### config.mk
export PLATFORM = sky130hd
export DESIGN_NAME = rtc_write_sequencer
export DESIGN_NICKNAME = d
export VERILOG_FILES = /design/src/rtl/rtc_write_sequencer.sv
export SDC_FILE = /design/constraint.sdc
export NUM_CORES = 1
export LEC_CHECK = 0
export ABC_AREA = 1
export BUFFER_PORTS_ARGS = -buffer_cell sky130_fd_sc_hd__buf_4
export CORE_UTILIZATION = 24
export CTS_CLUSTER_SIZE = 14
export DETAILED_ROUTE_END_ITERATION = 16
export SETUP_SLACK_MARGIN = 0.15
export SYNTH_ARGS = -nofsm -noshare
export SYNTH_HDL_FRONTEND = slang
export SYNTH_SLANG_ARGS = --single-unit
### constraint.sdc
create_clock -name i_clk -period 3.58 [get_ports i_clk]
set_input_delay 0.358 -clock i_clk [delete_from_list [all_inputs] [get_ports i_clk]]
set_output_delay 0.358 -clock i_clk [all_outputs]
set_load 0.01 [all_outputs]
### src/rtl/rtc_write_sequencer.sv
// rtc_write_sequencer
// Captures NUM_REGS data bytes on a start pulse. It then writes every byte enabled in the
// mask to the RTC bus driver, in ascending index order. An optional command write
// (CMD_ADDR/CMD_DATA) can follow the data writes. The sequence ends with a done pulse,
// or with the sticky error flag when the driver fails to acknowledge in time.
//
// Ports:
//   i_clk, i_reset          clock, synchronous active-high reset
//   i_start                 one-cycle start pulse (ignored while busy)
//   i_datos_in              NUM_REGS bytes, byte i = i_datos_in[8i+7:8i]
//   i_reg_mask              per-byte write enable, sampled with start
//   i_cmd_en                append command write, sampled with start
//   o_wr_req/addr/data      write request to the bus driver
//   i_wr_ack                one-cycle transaction-complete pulse
//   o_busy                  sequence in progress
//   o_contador_datos        index of the byte being written
//   o_done                  one-cycle pulse on normal completion
//   o_error                 sticky timeout flag
module rtc_write_sequencer #(
    parameter int unsigned NUM_REGS   = 11,
    parameter int unsigned GAP_CYCLES = 4,
    parameter int unsigned TIMEOUT    = 255,
    parameter logic [7:0]  CMD_ADDR   = 8'hF1,
    parameter logic [7:0]  CMD_DATA   = 8'h00
) (
    input  logic                  i_clk,
    input  logic                  i_reset,
    input  logic                  i_start,
    input  logic [8*NUM_REGS-1:0] i_datos_in,
    input  logic [NUM_REGS-1:0]   i_reg_mask,
    input  logic                  i_cmd_en,
    output logic                  o_wr_req,
    output logic [7:0]            o_wr_addr,
    output logic [7:0]            o_wr_data,
    input  logic                  i_wr_ack,
    output logic                  o_busy,
    output logic [3:0]            o_contador_datos,
    output logic                  o_done,
    output logic                  o_error
);

    localparam int unsigned TW = $clog2(TIMEOUT + 1);
    localparam int unsigned GW = $clog2(GAP_CYCLES + 1);
    localparam logic [3:0]    LAST_IDX = 4'(NUM_REGS - 1);
    localparam logic [TW-1:0] T_LAST   = TW'(TIMEOUT - 1);
    localparam logic [GW-1:0] G_LAST   = GW'(GAP_CYCLES - 1);

    typedef enum logic [2:0] {StIdle, StScan, StReq, StGap, StCmd, StFin} state_e;

    state_e                r_state, w_state_next;
    logic [3:0]            r_idx, w_idx_next;
    logic [8*NUM_REGS-1:0] r_data, w_data_next;
    logic [NUM_REGS-1:0]   r_mask, w_mask_next;
    logic                  r_cmd_en, w_cmd_en_next;
    logic                  r_is_cmd, w_is_cmd_next;
    logic [7:0]            r_wr_addr, w_wr_addr_next;
    logic [7:0]            r_wr_data, w_wr_data_next;
    logic [TW-1:0]         r_tcnt, w_tcnt_next;
    logic [GW-1:0]         r_gcnt, w_gcnt_next;
    logic                  r_error, w_error_next;

    // The last GAP cycle already evaluates the next index. This keeps back-to-back enabled
    // bytes exactly GAP_CYCLES idle cycles apart.
    logic [3:0] w_sel_idx;
    logic       w_sel_en;
    logic [7:0] w_sel_byte;
    logic [7:0] w_sel_addr;

    assign w_sel_idx  = (r_state == StGap && r_idx != LAST_IDX) ? r_idx + 4'd1 : r_idx;
    assign w_sel_en   = r_mask[w_sel_idx];
    assign w_sel_byte = r_data[{w_sel_idx, 3'b000} +: 8];
    // Address table: 0..7 -> 21..28, 8..10 -> 41..43
    assign w_sel_addr = (w_sel_idx < 4'd8) ? 8'h21 + {4'd0, w_sel_idx}
                                           : 8'h39 + {4'd0, w_sel_idx};

    always_ff @(posedge i_clk) begin
        if (i_reset) begin
            r_state   <= StIdle;
            r_idx     <= '0;
            r_data    <= '0;
            r_mask    <= '0;
            r_cmd_en  <= 1'b0;
            r_is_cmd  <= 1'b0;
            r_wr_addr <= '0;
            r_wr_data <= '0;
            r_tcnt    <= '0;
            r_gcnt    <= '0;
            r_error   <= 1'b0;
        end else begin
            r_state   <= w_state_next;
            r_idx     <= w_idx_next;
            r_data    <= w_data_next;
            r_mask    <= w_mask_next;
            r_cmd_en  <= w_cmd_en_next;
            r_is_cmd  <= w_is_cmd_next;
            r_wr_addr <= w_wr_addr_next;
            r_wr_data <= w_wr_data_next;
            r_tcnt    <= w_tcnt_next;
            r_gcnt    <= w_gcnt_next;
            r_error   <= w_error_next;
        end
    end

    always_comb begin
        w_state_next   = r_state;
        w_idx_next     = r_idx;
        w_data_next    = r_data;
        w_mask_next    = r_mask;
        w_cmd_en_next  = r_cmd_en;
        w_is_cmd_next  = r_is_cmd;
        w_wr_addr_next = r_wr_addr;
        w_wr_data_next = r_wr_data;
        w_tcnt_next    = r_tcnt;
        w_gcnt_next    = r_gcnt;
        w_error_next   = r_error;
        unique case (r_state)
            StIdle: begin
                if (i_start) begin
                    w_data_next   = i_datos_in;
                    w_mask_next   = i_reg_mask;
                    w_cmd_en_next = i_cmd_en;
                    w_is_cmd_next = 1'b0;
                    w_error_next  = 1'b0;
                    w_idx_next    = '0;
                    w_state_next  = StScan;
                end
            end
            StScan: begin
                if (w_sel_en) begin
                    w_wr_addr_next = w_sel_addr;
                    w_wr_data_next = w_sel_byte;
                    w_tcnt_next    = '0;
                    w_state_next   = StReq;
                end else if (r_idx == LAST_IDX) begin
                    w_state_next = r_cmd_en ? StCmd : StFin;
                end else begin
                    w_idx_next = r_idx + 4'd1;
                end
            end
            StReq: begin
                if (i_wr_ack) begin
                    w_gcnt_next  = '0;
                    w_state_next = r_is_cmd ? StFin : StGap;
                end else if (r_tcnt == T_LAST) begin
                    w_error_next = 1'b1;
                    w_state_next = StIdle;
                end else begin
                    w_tcnt_next = r_tcnt + 1'b1;
                end
            end
            StGap: begin
                if (r_gcnt != G_LAST) begin
                    w_gcnt_next = r_gcnt + 1'b1;
                end else if (r_idx == LAST_IDX) begin
                    w_state_next = r_cmd_en ? StCmd : StFin;
                end else begin
                    w_idx_next = w_sel_idx;
                    if (w_sel_en) begin
                        w_wr_addr_next = w_sel_addr;
                        w_wr_data_next = w_sel_byte;
                        w_tcnt_next    = '0;
                        w_state_next   = StReq;
                    end else begin
                        w_state_next = StScan;
                    end
                end
            end
            StCmd: begin
                w_wr_addr_next = CMD_ADDR;
                w_wr_data_next = CMD_DATA;
                w_is_cmd_next  = 1'b1;
                w_tcnt_next    = '0;
                w_state_next   = StReq;
            end
            StFin: begin
                // A start seen here is dropped on purpose; IDLE accepts the next one.
                w_state_next = StIdle;
            end
            default: begin
                w_state_next = StIdle;
            end
        endcase
    end

    always_comb begin
        o_wr_req         = (r_state == StReq);
        o_busy           = (r_state != StIdle) && (r_state != StFin);
        o_done           = (r_state == StFin);
        o_wr_addr        = r_wr_addr;
        o_wr_data        = r_wr_data;
        o_contador_datos = r_idx;
        o_error          = r_error;
    end

endmodule

==> reports/results.ini <==
[detailed_routing]
drcViolationCount = 0
vias = 6088
viasPerCell = 4.577
dr.pass1.iters = 5
antenna_left = 0
drtIter0Drc = 552
wl_mm = 19.98
wire_per_inst_um = 15.02

[grt]
grt_util_all_layers_pct = 15.27
grt_max_degree = 64
grt_pass1_wl_mm = 30.66
grt_pass1_vias = 5550
overflow = 0
antenna_found_initial = 0

[hold_path]
hp-class = primary input to flip-flop

[synth]
async_flop_share_pct = 0
synth_common_cells = nand2_1, dfxtp_1, a21oi_1, inv_1, o21ai_0
yosys_warnings = 0
yosysMostFrequentCell = nand2_1
synth_edf_count = 0
avgSynthCellArea_sq_um = 7.052
synthTopCellsByArea = dfxtp_1, nand2_1, a21oi_1
ys_types = 35
yosys.area.top_type = dfxtp_1
synth_area_sq_um = 6206
yosysSeqAreaShare_pct = 43.87
netlist_instances = 880
yosysTopAreaCellShare_pct = 43.87
synth-main-ff-cell = dfxtp_1
ys_seq_elements = 136
syn_nets = 991

[worst_setup_path]
critPathLaunchType = flip-flop
end_kind = flip-flop
crit_type = flip-flop to flip-flop
cp_max_fo = 23
arrival_ns = 3.37
critPathRequiredTime_ns = 3.85

[timing]
fin_tns_setup_ns = 0
max_slew_margin_pct = 51.62
period_share_pct = 86.52
finalHoldViolCount = 0
finalCriticalPeriod_ns = 3.097
rsz0062_at_grt = false
setup_viol = 0
tightest_slew_ns = 0.7257
drv_slew = 0
finClkSkew_ns = 0.01076
fmax_mhz = 322.9

[clocking]
clk_pin_slew_ns = 0.06
cts.sinks = 136
htree_levels = 4
cts_made_buffers = 17
clk_path_buf_depth = 2
clock_latency_ns = 0.42
cts_tree = built
cts_hold_buf = 0
cts_root_buffer = clkbuf_16

[power_and_ir_drop]
p_leak_nw = 3.443
power_density_nw_per_um2 = 786.2
peakVddDrop_mv = 0.2787

[final_layout]
area_growth_pct = 30.00
nets = 1099
post-route-util_pct = 31.95
design_area_sq_um = 8068
diodes = 0
drive_above_1_share_pct = 19.50

[floorplan]
dieArea_sq_um = 26510
initial_core_util_pct = 24.57
die_w_um = 162.8
coreArea_sq_um = 25250
rows = 58
ios = 128
fp.dieH_um = 162.8

[placed_design]
postPlaceCellArea_sq_um = 7485
post-dp-hpwl_mm = 14.87
portBuffers = 127
place.gp.congestion = 0.8392

[flow_run]
drv_cap = 0

[outcome]
status = complete, no violations

[stage by stage]
stage | total power, W | cells | worst slack (ns) | hold slack [ns]
floorplan | 0.003747 | 880 | 1.241 | 0.4205
global placement | 0.004613 | 1299 | 0.6784 | 0.4410
detailed placement | 0.004645 | 1299 | 0.5131 | 0.4469
CTS | 0.006376 | 1330 | 0.4803 | 0.1849
global route | 0.006804 | 1330 | 0.1652 | 0.1952
finish | 0.006343 | 1330 | 0.4826 | 0.1965
[logic make-up (layout without fill, tap and decap cells)]
family | count (synthesis) | count (layout) | synth area share (%)
simple gates | 325 | 325 | 21.96
compound gates | 269 | 269 | 23.75
buf+inv | 142 | 262 | 8.871
flops | 136 | 136 | 43.87
fa+ha+maj | 7 | 7 | 1.411
xor+xnor | 1 | 1 | 0.1412
[state kept, by name (all words and copies together) (netlist names), 3 cells and up]
signal            cells
r_data               88
r_mask               11
o_wr_addr             8
o_wr_data             8
r_tcnt                8
o_contador_datos      4
r_gcnt                3
r_state               3
[layer usage]
metal | track usage [%] | part of all wire [%]
met5 | 0 | 0
met4 | 3.993 | 1.2
met3 | 4.023 | 6.4
met2 | 23.66 | 45
met1 | 20.80 | 47
[what timing repair did]
item,CTS,global route
setup buffers,0,0
gates resized for setup,0,1
setup endpoints to repair,0,9
[path summary, 6_finish.rpt]
| path | to | cells after the start | slack [ns] | start |
|---|---|---|---|---|
| setup reg to reg | o_wr_addr[7] | 14 | 0.48 | o_contador_datos[0] |
| hold reg to reg | r_data[45] | 2 | 0.45 | r_data[45] |
| hold / removal | r_data[69] | 3 | 0.20 | i_datos_in[69] |
| setup / recovery | o_wr_addr[7] | 14 | 0.48 | o_contador_datos[0] |
[placed cells by master, fill, tap and decap left out]
| cell type | Yosys | routed |
|---|---|---|
| nand4_1 | 2 | 2 |
| clkinv_4 | 0 | 3 |
| ha_1 | 7 | 7 |
| nor2_8 | 1 | 1 |
| nand3_2 | 1 | 1 |
| buf_4 | 0 | 139 |
| xnor2_1 | 1 | 1 |
| o21ai_2 | 1 | 1 |
| nor3_2 | 1 | 1 |
| nand2_1 | 197 | 196 |
| clkbuf_16 | 0 | 17 |
| inv_1 | 84 | 84 |
| bufinv_16 | 0 | 2 |
| clkinv_2 | 0 | 3 |
| a21boi_4 | 1 | 1 |
| o211ai_1 | 29 | 29 |
| o21ai_0 | 81 | 81 |
| clkinv_1 | 1 | 1 |
| clkinvlp_4 | 0 | 3 |
| nand3_1 | 50 | 50 |
| a211oi_1 | 3 | 3 |
| buf_12 | 0 | 1 |
| inv_6 | 0 | 3 |
| dfxtp_1 | 136 | 136 |
| a31oi_1 | 2 | 2 |
| o22ai_1 | 10 | 10 |
| o211a_1 | 1 | 1 |
| nor3_1 | 5 | 5 |
| o2bb2ai_1 | 1 | 1 |
| nand3b_1 | 2 | 2 |
| o21ai_1 | 8 | 7 |
| nand2_4 | 1 | 2 |
| nor2_1 | 55 | 55 |
| inv_2 | 6 | 6 |
| o221ai_1 | 1 | 1 |
| o21ai_4 | 0 | 1 |
| nand2_2 | 8 | 8 |
| o31ai_1 | 1 | 1 |
| a21oi_1 | 130 | 130 |
| or2_2 | 2 | 2 |
[worst max-delay path, cell delays in order, from the launching register on]
cell	delay, ns
dfxtp_1	0.50
inv_1	0.16
ha_1	0.24
nand3_2	0.18
nand3_1	0.17
nand2_2	0.38
nand3_1	0.13
nand2_1	0.10
nand2_1	0.07
nand2_2	0.10
nand2_2	0.13
a21boi_4	0.41
inv_2	0.21
nand2_1	0.10
a21oi_1	0.06
[where the power goes]
part           internal, W  switching [W]
combinational     0.000849        0.00164
clock              0.00103       0.000700
sequential         0.00191       0.000223
total              0.00378        0.00256
[cell type report]
cell class              instances  area, sq um
inverters                      91        341.6
fillers                      2785        17190
clock buffers                  17        425.4
clock inverters                14        150.1
well taps                     330        412.9
flip-flops and latches        136         2723
repair buffers                140         1064
multi-input cells             602         2952
(Power assumes the default switching activity.)
